[config.mk]
export PLATFORM = sky130hd
export DESIGN_NAME = branch_predictor
export DESIGN_NICKNAME = d
export VERILOG_FILES = /design/src/rtl/bp_pkg.sv /design/src/rtl/bp_ras.sv /design/src/rtl/branch_predictor.sv
export SDC_FILE = /design/constraint.sdc
export NUM_CORES = 2
export LEC_CHECK = 0
export CAP_MARGIN = 20
export CORE_MARGIN = 2
export CORE_UTILIZATION = 35
export DETAILED_ROUTE_END_ITERATION = 12
export GPL_ROUTABILITY_DRIVEN = 1
export GPL_TIMING_DRIVEN = 0
export REMOVE_ABC_BUFFERS = 1
export SLEW_MARGIN = 25
export SYNTH_ARGS = -nofsm -noshare
export SYNTH_HDL_FRONTEND = slang
export SYNTH_SLANG_ARGS = --single-unit
[constraint.sdc]
create_clock -name clk -period 61.7 [get_ports clk]
set_clock_uncertainty 0.2 [all_clocks]
set_input_delay 9.255 -clock clk [delete_from_list [all_inputs] [get_ports clk]]
set_output_delay 9.255 -clock clk [all_outputs]
set_load 0.05 [all_outputs]
[src/rtl/bp_pkg.sv]
// bp_pkg: shared types and constants for the fetch-side branch predictor.
//   NPC_*      : NPCOp encoding shared with the next-PC selector.
//   CTR_*      : 2-bit saturating counter initial values.
//   btb_entry_t: one BTB entry (valid, tag, op, target, ctr).
//   ctr_step() : saturating counter update.
package bp_pkg;

  localparam logic [1:0] NPC_SEQ = 2'b00;
  localparam logic [1:0] NPC_BR  = 2'b01;
  localparam logic [1:0] NPC_J   = 2'b10;
  localparam logic [1:0] NPC_JR  = 2'b11;

  localparam logic [1:0] CTR_WNT = 2'b01;
  localparam logic [1:0] CTR_WT  = 2'b10;

  // Widest tag over the legal ENTRIES range (ENTRIES >= 4 leaves PC[31:4]).
  // Narrower configurations zero-extend their tag into this field.
  localparam int unsigned TAG_MAX_W = 28;

  typedef struct packed {
    logic                 valid;
    logic [TAG_MAX_W-1:0] tag;
    logic [1:0]           op;
    logic [31:0]          target;
    logic [1:0]           ctr;
  } btb_entry_t;

  localparam btb_entry_t BTB_RESET = '{
    valid:  1'b0,
    tag:    '0,
    op:     NPC_SEQ,
    target: '0,
    ctr:    CTR_WNT
  };

  function automatic logic [1:0] ctr_step(input logic [1:0] ctr, input logic taken);
    logic [1:0] nxt;
    nxt = ctr;
    if (taken && ctr != 2'b11) begin
      nxt = ctr + 2'b01;
    end else if (!taken && ctr != 2'b00) begin
      nxt = ctr - 2'b01;
    end
    return nxt;
  endfunction

endpackage

[src/rtl/bp_ras.sv]
// bp_ras: circular return-address stack.
//   clk, rst     : clock, asynchronous active-high reset (count cleared).
//   push_i       : push push_data_i; when full the oldest entry is overwritten.
//   pop_i        : pop the top entry; ignored when empty.
//   push_data_i  : return address to push.
//   top_o        : current top of stack (meaningful only when count_o > 0).
//   count_o      : number of valid entries, 0..Depth.
// A simultaneous push and pop pops first, then pushes.
// Depth must be a power of two (>= 2) so the pointer wraps naturally.
module bp_ras #(
  parameter int unsigned Depth = 4
) (
  input  logic                   clk,
  input  logic                   rst,
  input  logic                   push_i,
  input  logic                   pop_i,
  input  logic [31:0]            push_data_i,
  output logic [31:0]            top_o,
  output logic [$clog2(Depth):0] count_o
);

  localparam int unsigned PtrW = $clog2(Depth);
  localparam int unsigned CntW = $clog2(Depth) + 1;

  logic [31:0]     stack_q [Depth];
  logic [PtrW-1:0] top_q, top_d;
  logic [CntW-1:0] cnt_q, cnt_d;

  always_comb begin
    top_d = top_q;
    cnt_d = cnt_q;
    if (pop_i && cnt_q != '0) begin
      top_d = top_q - PtrW'(1);
      cnt_d = cnt_q - CntW'(1);
    end
    if (push_i) begin
      top_d = top_d + PtrW'(1);
      if (cnt_d != CntW'(Depth)) begin
        cnt_d = cnt_d + CntW'(1);
      end
    end
  end

  always_ff @(posedge clk or posedge rst) begin
    if (rst) begin
      top_q <= '0;
      cnt_q <= '0;
      for (int i = 0; i < int'(Depth); i++) begin
        stack_q[i] <= '0;
      end
    end else begin
      top_q <= top_d;
      cnt_q <= cnt_d;
      if (push_i) begin
        stack_q[top_d] <= push_data_i;
      end
    end
  end

  assign top_o   = stack_q[top_q];
  assign count_o = cnt_q;

endmodule

[src/rtl/branch_predictor.sv]
// branch_predictor: direct-mapped BTB with 2-bit counters, registered lookup.
//   clk, rst           : clock, asynchronous active-high reset.
//   req, PC_PF         : lookup strobe and PC; result appears next cycle.
//   flush              : squash the pending prediction (pred_valid -> 0).
//   upd_*              : resolved control transfer used for training.
//   pred_valid/hit/taken, target_addr_final : registered prediction.
// Optional feature: define BP_RAS_EN to add a return-address stack for
// op-11 (jump-return) predictions and upd_call pushes.
module branch_predictor
  import bp_pkg::*;
#(
  parameter int unsigned ENTRIES   = 16,
  parameter int unsigned RAS_DEPTH = 4
) (
  input  logic        clk,
  input  logic        rst,
  input  logic        req,
  input  logic [31:0] PC_PF,
  input  logic        flush,
  input  logic        upd_valid,
  input  logic [31:0] upd_pc,
  input  logic [1:0]  upd_op,
  input  logic        upd_taken,
  input  logic [31:0] upd_target,
  input  logic        upd_call,
  output logic        pred_valid,
  output logic        pred_hit,
  output logic        pred_taken,
  output logic [31:0] target_addr_final
);

  localparam int unsigned IdxW = $clog2(ENTRIES);

  btb_entry_t btb_q [ENTRIES];

  logic                 pred_valid_q, pred_hit_q, pred_taken_q;
  logic [31:0]          target_q;

  logic [IdxW-1:0]      lk_idx, up_idx;
  logic [TAG_MAX_W-1:0] lk_tag, up_tag;
  logic                 lk_hit, lk_taken, up_hit, upd_en;
  logic [31:0]          lk_target, lk_jump_target;
  btb_entry_t           up_new;

  logic [31:0]          ras_top;
  logic                 ras_nonempty;

  assign lk_idx = PC_PF[IdxW+1:2];
  assign lk_tag = TAG_MAX_W'(PC_PF[31:IdxW+2]);
  assign up_idx = upd_pc[IdxW+1:2];
  assign up_tag = TAG_MAX_W'(upd_pc[31:IdxW+2]);

  // Lookup reads the table as it stands before this cycle's update commits.
  assign lk_hit = btb_q[lk_idx].valid && (btb_q[lk_idx].tag == lk_tag);

  always_comb begin
    lk_taken = 1'b0;
    if (lk_hit) begin
      case (btb_q[lk_idx].op)
        NPC_BR:        lk_taken = btb_q[lk_idx].ctr[1];
        NPC_J, NPC_JR: lk_taken = 1'b1;
        default:       lk_taken = 1'b0;
      endcase
    end
  end

  always_comb begin
    lk_jump_target = btb_q[lk_idx].target;
    if (btb_q[lk_idx].op == NPC_JR && ras_nonempty) begin
      lk_jump_target = ras_top;
    end
    lk_target = lk_taken ? lk_jump_target : (PC_PF + 32'd4);
  end

  always_ff @(posedge clk or posedge rst) begin
    if (rst) begin
      pred_valid_q <= 1'b0;
      pred_hit_q   <= 1'b0;
      pred_taken_q <= 1'b0;
      target_q     <= '0;
    end else begin
      if (flush) begin
        pred_valid_q <= 1'b0;
      end else if (req) begin
        pred_valid_q <= 1'b1;
      end
      if (req) begin
        pred_hit_q   <= lk_hit;
        pred_taken_q <= lk_taken;
        target_q     <= lk_target;
      end
    end
  end

  assign pred_valid        = pred_valid_q;
  assign pred_hit          = pred_hit_q;
  assign pred_taken        = pred_taken_q;
  assign target_addr_final = target_q;

  // Training.
  assign upd_en = upd_valid && (upd_op != NPC_SEQ);
  assign up_hit = btb_q[up_idx].valid && (btb_q[up_idx].tag == up_tag);

  always_comb begin
    up_new        = BTB_RESET;
    up_new.valid  = 1'b1;
    up_new.tag    = up_tag;
    up_new.op     = upd_op;
    up_new.target = upd_target;
    if (!up_hit) begin
      up_new.ctr = upd_taken ? CTR_WT : CTR_WNT;
    end else if (upd_op == NPC_BR) begin
      up_new.ctr = ctr_step(btb_q[up_idx].ctr, upd_taken);
    end else begin
      up_new.ctr = btb_q[up_idx].ctr;
    end
  end

  always_ff @(posedge clk or posedge rst) begin
    if (rst) begin
      for (int i = 0; i < int'(ENTRIES); i++) begin
        btb_q[i] <= BTB_RESET;
      end
    end else if (upd_en) begin
      btb_q[up_idx] <= up_new;
    end
  end

`ifdef BP_RAS_EN
  logic                      ras_push, ras_pop;
  logic [31:0]               ras_push_data;
  logic [$clog2(RAS_DEPTH):0] ras_count;

  assign ras_push      = upd_en && upd_call;
  assign ras_pop       = upd_en && (upd_op == NPC_JR);
  assign ras_push_data = upd_pc + 32'd8;  // return past the delay slot

  bp_ras #(
    .Depth (RAS_DEPTH)
  ) u_ras (
    .clk         (clk),
    .rst         (rst),
    .push_i      (ras_push),
    .pop_i       (ras_pop),
    .push_data_i (ras_push_data),
    .top_o       (ras_top),
    .count_o     (ras_count)
  );

  assign ras_nonempty = (ras_count != '0);
`else
  logic unused_upd;
  assign unused_upd   = ^{upd_call, upd_pc[1:0]};
  assign ras_top      = '0;
  assign ras_nonempty = 1'b0;
`endif

endmodule

==> reports/qor.yml <==
status:
  status: "completed"
yosys:
  synth_area_leaders: "dfrtp_1 (48%), nand2_1 (16%), mux4_2 (14%), mux2_2 (4.0%), mux2i_1 (3.1%)"
  synth_top_area_cell: "dfrtp_1"
  synth_flop_cell: "dfrtp_1"
  synthCells: 5271
  syn_area_mm2: 0.05333
  synth_most_common_cell: "nand2_1"
  syn_area_per_cell_um2: 10.12
  synth_cell_types: 89
  synth_warnings: 0
  synth-edff-count: 0
  yosysTopAreaCellShare_pct: 48.19
  ys_seq_area_share_pct: 48.98
  synth-seq-cells: 1043
  ys_async_sr_fraction_pct: 100.0
  yosys-top-cells-count: "nand2_1 (2300), dfrtp_1 (1027), mux4_2 (338)"
sta:
  setup_violations: 0
  fin_crit_sh_pct: 22.43
  final-hold-violation-count: 0
  clock.fmax_ghz: 0.07225
  slew_headroom_pct: 29.65
  worst_slew_pin_slew_ns: 1.054
  slew_violations: 0
  rsz0062_at_grt: "false"
  tns_ns: 0
  min_period_ns: 13.84
clock_network:
  cts_hold_buf: 0
  cts_buffer_depth: 3
  path_clk_slew_ns: 0.06
  numCtsBuffers: 113
  cts_resized: 0
  cts_max_level: 3
  cts-root-buf: "clkbuf_16"
  cts_sinks: 1043
  cts_tree: "built"
  cts_setup_buffers: 0
  insertion_delay_ns: 0.75
worst_setup_path:
  cp-start-kind: "input port"
  worstSetupEndpointType: "flop"
  critPathLaunch: "upd_pc[4]"
  critPathSlowestCell: "a2111oi_1"
  r2r_end: "btb_q[196]$_DFFE_PP0P_"
  criticalPathCategory: "input port to flop"
  cpLargestDelayFamily: "multiplexers"
  arrival_ns: 14.30
  r2r_start: "btb_q[637]$_DFFE_PP0P_"
  r2r_slack_ns: 56.98
  cp.required_ns: 62.16
  path_buf_inv: 2
  cp_slowest_stage_delay_ns: 0.86
  ff2ff_path_depth: 9
  crit_chain: "buf_8 -> buf_16 -> mux4_2 -> mux2i_1 -> xnor2_1 -> a2111oi_0 -> a2bb2oi_1 -> a2111oi_1 -> nand4b_1 -> mux2i_2 -> mux2_2"
  crit_fanout: 65
global_route:
  track_usage_pct: 24.38
  antenna_found_initial: 19
  grt_pass1_vias: 41668
  overflow: 0
  grt_pass1_wl_um: 283900
  grt_max_degree: 99
placement:
  numPortBuffers: 136
  place_congestion: 0.9240
  dp_cells: 7141
  hpwlAfterDp_um: 125900
floorplan:
  die_area_mm2: 0.1555
  pin_count: 140
  core_area_mm2: 0.1515
  rows: 143
  initial_core_util_pct: 35.19
  die_w_um: 394.4
  chipHeight_um: 394.4
worst_hold_path:
  worstHoldEndpoint: "btb_q[601]$_DFFE_PP0P_"
  whs_path_depth: 2
  hold_path.class: "flop to flop"
  min-delay-start: "btb_q[601]$_DFFE_PP0P_"
finish:
  fin_cells: 7354
  regArea_mm2: 0.02612
  drive_gt1_share_pct: 17.41
  area_growth_pct: 16.84
  nets: 5334
  multi_input_area_mm2: 0.02534
  fill_cells: 14409
drt:
  drc: 0
  first_iter_violations: 4769
  wl_per_cell_um: 25.93
  viasPerCell: 5.667
  first_pass_iters: 6
  postRouteAntennaNets: 0
  vias: 41676
  postRouteWirelength_um: 190700
power:
  power_density_mw_per_mm2: 33.07
  ir_drop_v: 0.00002447
  fin_total_pwr_uw: 2061
  p_leak_uw: 0.02939
flow_run:
  drv_cap: 0
## area by class of cell
class / count / area share (%)
sequential: 1043 / 41.92
multi-input combinational: 3753 / 40.67
timing repair buffer: 273 / 6.843
clock buffer: 171 / 5.438
tap: 2030 / 4.076
clock inverter: 38 / 0.7550
inverter: 42 / 0.2811
antenna: 4 / 0.01606
## stage by stage
step	utilization [%]	worst slack (ns)	hold WS [ns]	instance area, um^2
global route	41.12	47.69	0.2767	62310
finish	41.12	47.86	0.2680	62310
floorplan	-	22.92	0.2403	51370
global placement	36.47	10.22	0.2531	55270
CTS	41.11	48.18	0.2721	62300
detailed placement	38.56	47.46	0.2569	58440
## worst max-delay path by stage
| stage | to | slack, ns | cells past startpoint |
|---|---|---|---|
| after floorplan | btb_q[1000]$_DFFE_PP0P_ | 22.92 | 1 |
| after global placement | btb_q[1035]$_DFFE_PP0P_ | 10.22 | 2 |
| after detailed placement | btb_q[66]$_DFFE_PP0P_ | 47.46 | 11 |
| after CTS | btb_q[66]$_DFFE_PP0P_ | 48.18 | 11 |
| after global routing | btb_q[391]$_DFFE_PP0P_ | 47.69 | 11 |
| final | btb_q[196]$_DFFE_PP0P_ | 47.86 | 11 |
## worst register-to-register path, stage by stage (launching register included)
cell,delay (ns)
dfrtp_1,0.40
mux4_2,0.48
mux2i_1,0.17
xnor2_1,0.15
a2111oi_0,0.66
a2bb2oi_1,0.26
a2111oi_1,0.86
nand4b_1,0.41
mux2i_2,0.79
mux2_2,0.29
## cells in the final DEF, fill, tap and decap left out, drive strengths merged, types with 7 or more instances in the layout
cell type      instances
clkbuf               171
o32ai                  7
clkinv                28
nand2b                26
mux4                 338
nand2               2300
a22oi                 30
mux2i                168
nand4                 16
a21o                  27
nor2                  61
nor4                  32
o22ai                 20
a211oi                12
dfrtp               1027
xor2                  17
a22o                  42
buf                  147
and2                   9
a221oi                10
o21bai                15
bufinv                 7
nor2b                 16
a21oi                 73
clkdlybuf4s50        126
xnor2                 58
dfstp                 16
nand3                 25
nor3                  18
inv                   41
o21ai                135
mux2                 201
## report_power, final
part / leakage [uW] / internal [uW] / total, uW / switching, uW
registers: 0.0132 / 832 / 926 / 94.1
clock network: 0.00190 / 408 / 707 / 299
logic: 0.0143 / 209 / 428 / 219
total: 0.0294 / 1450 / 2060 / 611
## routing by layer
| metal | wire [um] | track usage, % |
|---|---|---|
| met1 | 77230 | 33.28 |
| met5 | 164 | 0 |
| met4 | 8608 | 10.16 |
| met3 | 20410 | 6.990 |
| met2 | 84290 | 36.28 |
## sequential cells by signal, indices dropped and copies added (netlist names)
signal,flops
target_addr_final,32
pred_taken,1
btb_q,1008
pred_hit,1
pred_valid,1
## cell families after synthesis
family,count (synthesis),synth area share (%)
multiplexers,707,21.68
adder cells (fa/ha/maj),3,0.07039
flip-flops,1043,48.98
AO/OA/AOI/OAI,435,5.401
buffers and inverters,475,3.972
AND/OR/NAND/NOR,2533,18.66
XOR/XNOR,75,1.232
Note: power is estimated with default switching activity, not from simulation.
